<file path="src/rtl/bf_pkg.sv">
// Shared definitions for the Brainfuck program loader: opcodes, ASCII
// characters, error codes and the loader FSM state encoding.
package bf_pkg;

   // Core opcodes (3-bit)
   localparam logic [2:0] OP_NOP   = 3'b000;
   localparam logic [2:0] OP_INC   = 3'b010;
   localparam logic [2:0] OP_DEC   = 3'b011;
   localparam logic [2:0] OP_RIGHT = 3'b100;
   localparam logic [2:0] OP_LEFT  = 3'b101;
   localparam logic [2:0] OP_OPEN  = 3'b110;
   localparam logic [2:0] OP_CLOSE = 3'b111;

   // Source characters
   localparam logic [7:0] CH_PLUS  = 8'h2B;
   localparam logic [7:0] CH_MINUS = 8'h2D;
   localparam logic [7:0] CH_GT    = 8'h3E;
   localparam logic [7:0] CH_LT    = 8'h3C;
   localparam logic [7:0] CH_OPEN  = 8'h5B;
   localparam logic [7:0] CH_CLOSE = 8'h5D;
   localparam logic [7:0] CH_BANG  = 8'h21;
   localparam logic [7:0] CH_NUL   = 8'h00;

   // Error codes reported on o_error
   localparam logic [1:0] ERR_NONE      = 2'b00;
   localparam logic [1:0] ERR_OVERFLOW  = 2'b01;
   localparam logic [1:0] ERR_UNMATCHED = 2'b10;
   localparam logic [1:0] ERR_UNCLOSED  = 2'b11;

   // Loader FSM states
   typedef enum logic [1:0] {
      ST_CLEAR = 2'b00,
      ST_LOAD  = 2'b01,
      ST_DONE  = 2'b10,
      ST_ERROR = 2'b11
   } bf_state_e;

endpackage

</file>
<file path="src/rtl/bf_char_decoder.sv">
// Combinational translation of one source byte into
// {is_cmd, is_term, opcode}. Comment bytes decode to neither.
module bf_char_decoder
   import bf_pkg::*;
(
   input  logic [7:0] rx_byte,
   output logic       is_cmd,
   output logic       is_term,
   output logic [2:0] opcode
);

   // Byte classification and opcode lookup
   always_comb begin
      is_cmd  = 1'b0;
      is_term = 1'b0;
      opcode  = OP_NOP;
      case (rx_byte)
         CH_PLUS:  begin is_cmd = 1'b1; opcode = OP_INC;   end
         CH_MINUS: begin is_cmd = 1'b1; opcode = OP_DEC;   end
         CH_GT:    begin is_cmd = 1'b1; opcode = OP_RIGHT; end
         CH_LT:    begin is_cmd = 1'b1; opcode = OP_LEFT;  end
         CH_OPEN:  begin is_cmd = 1'b1; opcode = OP_OPEN;  end
         CH_CLOSE: begin is_cmd = 1'b1; opcode = OP_CLOSE; end
         CH_BANG,
         CH_NUL:   is_term = 1'b1;
         default:  ;
      endcase
   end

endmodule

</file>
<file path="src/rtl/bf_program_loader.sv">
// Program loader: clears program memory, then streams ASCII Brainfuck
// source in over a valid/ready port, writing one opcode per command byte.
// The core is held in reset until a terminator completes a valid program.
//
// Handshake: a byte transfers on a rising edge where i_rx_valid and
// o_rx_ready are both high; o_rx_ready is registered and never depends
// on i_rx_valid in the same cycle.
//
// Build option: define BF_BRACKET_CHECK_EN to track bracket depth and
// report unmatched ']' (10) and unclosed/over-deep '[' (11). Without it
// brackets are written blindly and only overflow (01) can occur.
// o_state exposes the FSM state for debug.
module bf_program_loader
   import bf_pkg::*;
#(
   parameter int PRGMEM_ADDR_WIDTH = 8,
   parameter int INSTR_WIDTH       = 3,
   parameter int DEPTH_WIDTH       = 4
) (
   input  logic                         i_clock,
   input  logic                         i_reset,
   input  logic [7:0]                   i_rx_data,
   input  logic                         i_rx_valid,
   output logic                         o_rx_ready,
   input  logic                         i_reload,
   output logic                         o_prgmem_we,
   output logic [PRGMEM_ADDR_WIDTH-1:0] o_prgmem_addr,
   output logic [INSTR_WIDTH-1:0]       o_prgmem_data,
   output logic                         o_core_reset,
   output logic                         o_done,
   output logic [1:0]                   o_error,
   output logic [PRGMEM_ADDR_WIDTH:0]   o_prog_len,
   output logic [1:0]                   o_state
);

   localparam int W = PRGMEM_ADDR_WIDTH;

   bf_state_e      state;
   logic [W-1:0]   clr_ptr;
   logic           dec_is_cmd;
   logic           dec_is_term;
   logic [2:0]     dec_opcode;
   logic           accept;

`ifdef BF_BRACKET_CHECK_EN
   logic [DEPTH_WIDTH-1:0] depth;
`else
   logic unused_depth_cfg;
   assign unused_depth_cfg = (DEPTH_WIDTH != 0);
`endif

   bf_char_decoder u_dec (
      .rx_byte (i_rx_data),
      .is_cmd  (dec_is_cmd),
      .is_term (dec_is_term),
      .opcode  (dec_opcode)
   );

   assign accept  = i_rx_valid && o_rx_ready;
   assign o_state = state;

   // Loader FSM with registered memory-write and status outputs
   always_ff @(posedge i_clock or posedge i_reset) begin
      if (i_reset) begin
         state         <= ST_CLEAR;
         clr_ptr       <= '0;
         o_prgmem_we   <= 1'b0;
         o_prgmem_addr <= '0;
         o_prgmem_data <= '0;
         o_rx_ready    <= 1'b0;
         o_core_reset  <= 1'b1;
         o_done        <= 1'b0;
         o_error       <= ERR_NONE;
         o_prog_len    <= '0;
`ifdef BF_BRACKET_CHECK_EN
         depth         <= '0;
`endif
      end else begin
         case (state)
            // One NOP write per cycle; the last address hands over to LOAD
            ST_CLEAR: begin
               o_prgmem_we   <= 1'b1;
               o_prgmem_addr <= clr_ptr;
               o_prgmem_data <= '0;
               o_prog_len    <= '0;
               clr_ptr       <= clr_ptr + 1'b1;
               if (clr_ptr == '1) begin
                  state <= ST_LOAD;
               end
            end

            // Accept source bytes; terminator and error checks win over writes
            ST_LOAD: begin
               o_prgmem_we <= 1'b0;
               o_rx_ready  <= 1'b1;
               if (accept) begin
                  if (dec_is_term) begin
                     o_rx_ready <= 1'b0;
`ifdef BF_BRACKET_CHECK_EN
                     if (depth != '0) begin
                        state   <= ST_ERROR;
                        o_error <= ERR_UNCLOSED;
                     end else begin
                        state        <= ST_DONE;
                        o_done       <= 1'b1;
                        o_core_reset <= 1'b0;
                     end
`else
                     state        <= ST_DONE;
                     o_done       <= 1'b1;
                     o_core_reset <= 1'b0;
`endif
                  end else if (dec_is_cmd) begin
                     if (o_prog_len[W]) begin
                        // Memory already holds 2^W opcodes
                        state      <= ST_ERROR;
                        o_error    <= ERR_OVERFLOW;
                        o_rx_ready <= 1'b0;
`ifdef BF_BRACKET_CHECK_EN
                     end else if (dec_opcode == OP_CLOSE && depth == '0) begin
                        state      <= ST_ERROR;
                        o_error    <= ERR_UNMATCHED;
                        o_rx_ready <= 1'b0;
                     end else if (dec_opcode == OP_OPEN && depth == '1) begin
                        state      <= ST_ERROR;
                        o_error    <= ERR_UNCLOSED;
                        o_rx_ready <= 1'b0;
`endif
                     end else begin
                        o_prgmem_we   <= 1'b1;
                        o_prgmem_addr <= o_prog_len[W-1:0];
                        o_prgmem_data <= INSTR_WIDTH'(dec_opcode);
                        o_prog_len    <= o_prog_len + 1'b1;
`ifdef BF_BRACKET_CHECK_EN
                        if (dec_opcode == OP_OPEN) begin
                           depth <= depth + 1'b1;
                        end else if (dec_opcode == OP_CLOSE) begin
                           depth <= depth - 1'b1;
                        end
`endif
                     end
                  end
               end
            end

            // DONE and ERROR wait for a reload; the first clear write issues at once
            default: begin
               o_prgmem_we <= 1'b0;
               o_rx_ready  <= 1'b0;
               if (i_reload) begin
                  state         <= ST_CLEAR;
                  o_prgmem_we   <= 1'b1;
                  o_prgmem_addr <= '0;
                  o_prgmem_data <= '0;
                  clr_ptr       <= {{(W-1){1'b0}}, 1'b1};
                  o_core_reset  <= 1'b1;
                  o_done        <= 1'b0;
                  o_error       <= ERR_NONE;
                  o_prog_len    <= '0;
`ifdef BF_BRACKET_CHECK_EN
                  depth         <= '0;
`endif
               end
            end
         endcase
      end
   end

endmodule
</file>
<file path="config.mk">
export PLATFORM = sky130hd
export DESIGN_NAME = bf_program_loader
export DESIGN_NICKNAME = d
export VERILOG_FILES = /design/src/rtl/bf_pkg.sv /design/src/rtl/bf_char_decoder.sv /design/src/rtl/bf_program_loader.sv
export SDC_FILE = /design/constraint.sdc
export NUM_CORES = 1
export LEC_CHECK = 0
export CAP_MARGIN = 5
export CORE_UTILIZATION = 60
export DETAILED_ROUTE_END_ITERATION = 16
export DONT_BUFFER_PORTS = 1
export GPL_ROUTABILITY_DRIVEN = 0
export PLACE_DENSITY = 0.76
export SLEW_MARGIN = 20
export SYNTH_ARGS = -nofsm -noshare
export SYNTH_HDL_FRONTEND = slang
export SYNTH_SLANG_ARGS = --single-unit
</file>
<file path="constraint.sdc">
create_clock -name i_clock -period 1.9 [get_ports i_clock]
set_clock_uncertainty 0.05 [all_clocks]
set_input_delay 0.19 -clock i_clock [delete_from_list [all_inputs] [get_ports i_clock]]
set_output_delay 0.19 -clock i_clock [all_outputs]
set_load 0.05 [all_outputs]
</file>
# Word level (Yosys, flattened, before mapping)
# Index checks and enable logic that the tools add are counted.
# word_totals
regBits,36
output_inout_bits,28
elab_cells,100
# op_classes
addsub,2
eq_ne,18
muxes,53
n_bitwise,2
n_reduce_logical,14
# ops
cell,count
two-way mux 8 bit,6
two-way mux 9 bit,5
equality test 8 x 6 -> 1 bit (second input constant),5
case mux 8 bit (2 select lines),2
two-way mux 2 bit,10
case mux 3 bit (6 select lines),1
case mux 9 bit (2 select lines),1
equality test 8 x 7 -> 1 bit (second input constant),2
two-way mux 1 bit,16
two-way mux 3 bit,5
inequality test 2 bit (second input constant),7
AND reduction 5 bit,2
adder 9 x 1 -> 9 bit (second input constant),1
adder 8 x 1 -> 8 bit (second input constant),1
equality test 8 bit (second input constant),1
logical NOT 8 bit,1
case mux 1 bit (2 select lines),4
case mux 2 bit (2 select lines),2
AND reduction 4 bit,2
inequality test 3 bit (second input constant),2
case mux 3 bit (2 select lines),1
AND reduction 6 bit,1
OR reduction 6 bit,1
nonzero test 2 bit,2
7 further kinds,8

# Logic depth before layout (Yosys ltp)
# logic_depth
ltp_word,7
mapped_depth,7
ltp_nobuf,6

# By module
# From an unflattened synthesis, not the netlist that was laid out.
# unflattened
hier_cells,189
area_unflattened_um2,1835.5
# modules_own_cells
module,instances,cells_per_inst,area_per_inst_um2,seq_area_each_um2
bf_program_loader,1,169,1705.4,877.1
bf_char_decoder,1,20,130.1,0.0

# Worst setup path after synthesis
# OpenSTA, ideal clock, no wires.
# synth_timing
kind,reg-to-reg
startpoint,"reg state[0], in the netlist o_state[0]"
endpoint,reg o_prgmem_addr[0]
setup_time_ps,125
arrival_time_ps,1856
t_required_ps,1725
setup_slack_ps,-131
stages_incl_launch_ff,8
path_buffers,2
synth_period_minus_slack_ps,2031
path_cell_list,dfrtp_1 or2_2 clkbuf_1 nand2_1 a21oi_2 inv_2 buf_6 mux2_4
# synth_via
elab_chain_cells,3
elab_cells_between_ends,9
classes_between,eq/ne (5); mux (1); reduce/logical (3)
# synth_rtl
item,line_no,rtl
from (decl),bf_program_loader.sv:38,bf_state_e state;
from (signal assigned),bf_program_loader.sv:65,state <= ST_CLEAR;
from (signal assigned),bf_program_loader.sv:88,state <= ST_LOAD;
from (signal assigned),bf_program_loader.sv:109,state <= ST_DONE;
equality test 2 x 1 -> 1 bit / logical NOT 2 bit (equally long branches),bf_program_loader.sv:79,case (state)
inequality test 2 bit (no source line) / nonzero test 3 bit (equally long branches),-,
AND reduction 5 bit (no source line),-,
to (signal assigned),bf_program_loader.sv:83,o_prgmem_addr <= clr_ptr;
to (signal assigned),bf_program_loader.sv:131,o_prgmem_addr <= o_prog_len[W-1:0];
to (decl),bf_program_loader.sv:27,"output logic [PRGMEM_ADDR_WIDTH-1:0] o_prgmem_addr,"
# Parallel ways exist; a longest one is shown, timed or not.
# A chain may end at the register's enable or synchronous reset.

# Worst setup path after layout
# layout_timing
startpoint,"reg state[0], in the netlist o_state[0]"
endpoint,reg o_prgmem_addr[7]
# Same word-level chain as after synthesis.

==> impl_metrics.tcl <==
set metrics [dict create \
    final_util_pct 74.96 \
    dpl_cell_area_um2 2032 \
    wl_per_cell_um 18.46 \
    first_pass_iters 11 \
    yosys_warnings 0 \
    avgSynthCellArea_um2 10.37 \
    rsz0062_at_grt "no" \
    tns_ns 0 \
    layout-drive-gt1-share_pct 25.98 \
    instances_no_fill 235 \
    synthTopCellsByCount "34 x dfrtp_1, 21 x nand2_1, 15 x o21ai_0" \
    cts_max_path_buffers 2 \
    synth_area_leader_cell "dfrtp_1" \
    wl_mm 4.338 \
    drv_slew 0 \
    core_um2 2853 \
    fp.dieH_um 57.78 \
    synth_top_area_share_pct 45.58 \
    vias_per_cell 6.698 \
    hold_path.class "input pin to flop" \
    async_flop_share_pct 100.0 \
    yosysUniqueCellTypes 50 \
    drtIter0Drc 71 \
    syn-num-nets 194 \
    antenna_found_initial 0 \
    slowest_delay_ns 0.42 \
    ant_nets 0 \
    floorplan.io_pins 40 \
    status "finished, violations left" \
    violations "DRC" \
    path_max_fanout 12 \
    grt_usage_pct 27.65 \
    drt_drc_violations_left 2 \
    numCtsBuffers 5 \
    crit_buf_inv 1 \
    start_util_pct 65.44 \
    crit_path_cell_trace "or2_2 -> nand2_1 -> a21oi_2 -> inv_2 -> mux2_2" \
    worstSetupPathType "flop to flop" \
    grt_pass1_vias 1491 \
    crit_family "simple AND/OR/NAND/NOR gates" \
    yosysMostFrequentCell "dfrtp_1" \
    gr-total-overflow 0 \
    clock_latency_ns 0.34 \
    synth-seq-cells 35 \
    syn_to_final_growth_pct 14.54 \
    max_freq_mhz 560.1 \
    vdd.ir_drop.worst_v 0.0007380 \
    grt_first_pass_wirelength_mm 6.955 \
    ys_top_cells_by_area "dfrtp_1 46%, mux2_4 5.6%, nand2_1 4.2%, o21ai_0 4.0%, a22o_1 3.3%" \
    dp.cells 225 \
    final_cell_area_um2 2138 \
    cp_num_cells 5 \
    clock-root-buffer "clkbuf_4" \
    fin_crit_ns 1.785 \
    synth_flop_cell "dfrtp_1" \
    setup_violations 0 \
    final_nets 217 \
    tritoncts "done" \
    drv_cap 0 \
    hpwlAfterDp_mm 3.169 \
    cts_setup_buffers 0 \
    clkSlewWorstSetupHoldPaths_ns 0.11 \
    worstMarginPinSlew_ns 0.5518 \
    clock_sinks 35 \
    hold_viol 0 \
    reg2regPathDepth 5 \
    dieWidth_um 57.78 \
    hold_path_depth 3 \
    whs_ns 0.02427 \
    multiInputGateArea_um2 920.9 \
    num_vias 1574 \
    critical-path-slowest-cell "dfrtp_2" \
    synth_area_um2 1867 \
    grt_max_degree 36 \
    ys_seq_area_share_pct 46.98 \
    min_period_over_period_pct 93.97 \
    n_fill_cell 214 \
    synthCells 180 \
    die-area_um2 3339 \
    critPathCaptureType "flop" \
    synth_enable_flop_cells 0 \
    cp.arrival_ns 1.97 \
    slew_headroom_pct 62.26 \
    antennaDiodeCount 0 \
    required_ns 2.08 \
    num_rows 19 \
    cp-start-kind "flop" \
    seq_area_um2 880.8 \
    leakage_uw 0.001002 \
    htreeDepth 2 \
    port_buffers 0 \
    powerDensity_nw_per_um2 1033 \
]
[metal layers]
metal | track usage (%) | vias up | wire [um] | share of wire, %
met1 | 34.12 | 761 | 1758 | 41
li1 | - | 718 | - | -
met2 | 46.18 | 91 | 2188 | 50
met3 | 9.152 | 4 | 359 | 8.3
met5 | 0 | - | 0 | 0
met4 | 8.844 | 0 | 31 | 0.71
[state kept, by name, indices dropped and copies added, names as in the netlist]
name           cells
o_done             1
o_prgmem_addr      8
o_core_reset       1
o_rx_ready         1
o_prgmem_we        1
o_error            1
o_state            2
o_prog_len         9
clr_ptr            8
o_prgmem_data      3
[cells by family (layout without fill, tap and decap cells)]
family,Yosys count,in the layout,synth area share [%]
buffers and inverters,15,39,3.686
AO/OA/AOI/OAI,58,58,21.98
XOR/XNOR,4,4,1.877
other,1,1,0.2009
flip-flops,35,35,46.98
AND/OR/NAND/NOR,55,55,16.55
multiplexers,10,10,7.373
adder cells (fa/ha/maj),2,2,1.340
[worst register-to-register path: stages, from the launching register on]
cell and delay (ns):
dfrtp_2 0.42, or2_2 0.31, nand2_1 0.18, a21oi_2 0.09, inv_2 0.25, mux2_2 0.37
[where the power goes]
group / internal [uW] / switching [uW] / leakage, uW
Sequential: 844 / 265 / 0.000459
Clock: 311 / 257 / 0.0000482
Combinational: 230 / 302 / 0.000495
[layout make-up]
| class | count | area share [%] |
|---|---|---|
| clock buffer | 6 | 2.399 |
| clock inverter | 2 | 1.638 |
| inverter | 7 | 1.229 |
| multi-input combinational | 130 | 43.07 |
| sequential | 35 | 41.19 |
| tap | 31 | 1.814 |
| timing repair buffer | 24 | 8.660 |
[final timing paths]
check	start	endpoint	slack, ns
max in group asynchronous	i_reset	o_core_reset	1.13
setup / recovery	o_state[0]	o_prgmem_addr[7]	0.11
setup reg to reg	o_state[0]	o_prgmem_addr[7]	0.11
min in group asynchronous	i_reset	o_prgmem_addr[5]	0.32
hold reg to reg	clr_ptr[7]	clr_ptr[7]	0.50
hold / removal	i_reload	o_state[0]	0.02
[metrics by stage]
step                power [uW]  setup WS, ns
finish                    2209        0.1146
global route              2293       0.04243
CTS                       2208        0.1271
detailed placement        1640      0.007405
global placement          1605       0.06549
floorplan                 1494       0.01732
[cells in the final DEF (no fill, tap or decap), types with 2 or more instances in the layout]
master,n
dfrtp_1,31
buf_4,22
nand2_1,21
o21ai_0,15
a31oi_1,9
a22o_1,7
mux2_4,7
nor2_1,6
a21oi_1,6
inv_1,6
clkbuf_4,5
nand3_1,4
and3_1,4
a21o_1,4
nand4_1,4
xor2_1,3
and4_1,3
a32o_1,3
dfrtp_2,3
or2_2,2
nand3b_1,2
nor2b_1,2
o211ai_1,2
mux2_2,2
ha_1,2
dlygate4sd3_1,2
[what timing repair did]
item                                   CTS  global route
hold buffers                             2             0
gates resized for setup                  0             0
endpoints found under the hold margin   37             0
Note: power is estimated with default switching activity, not from simulation.
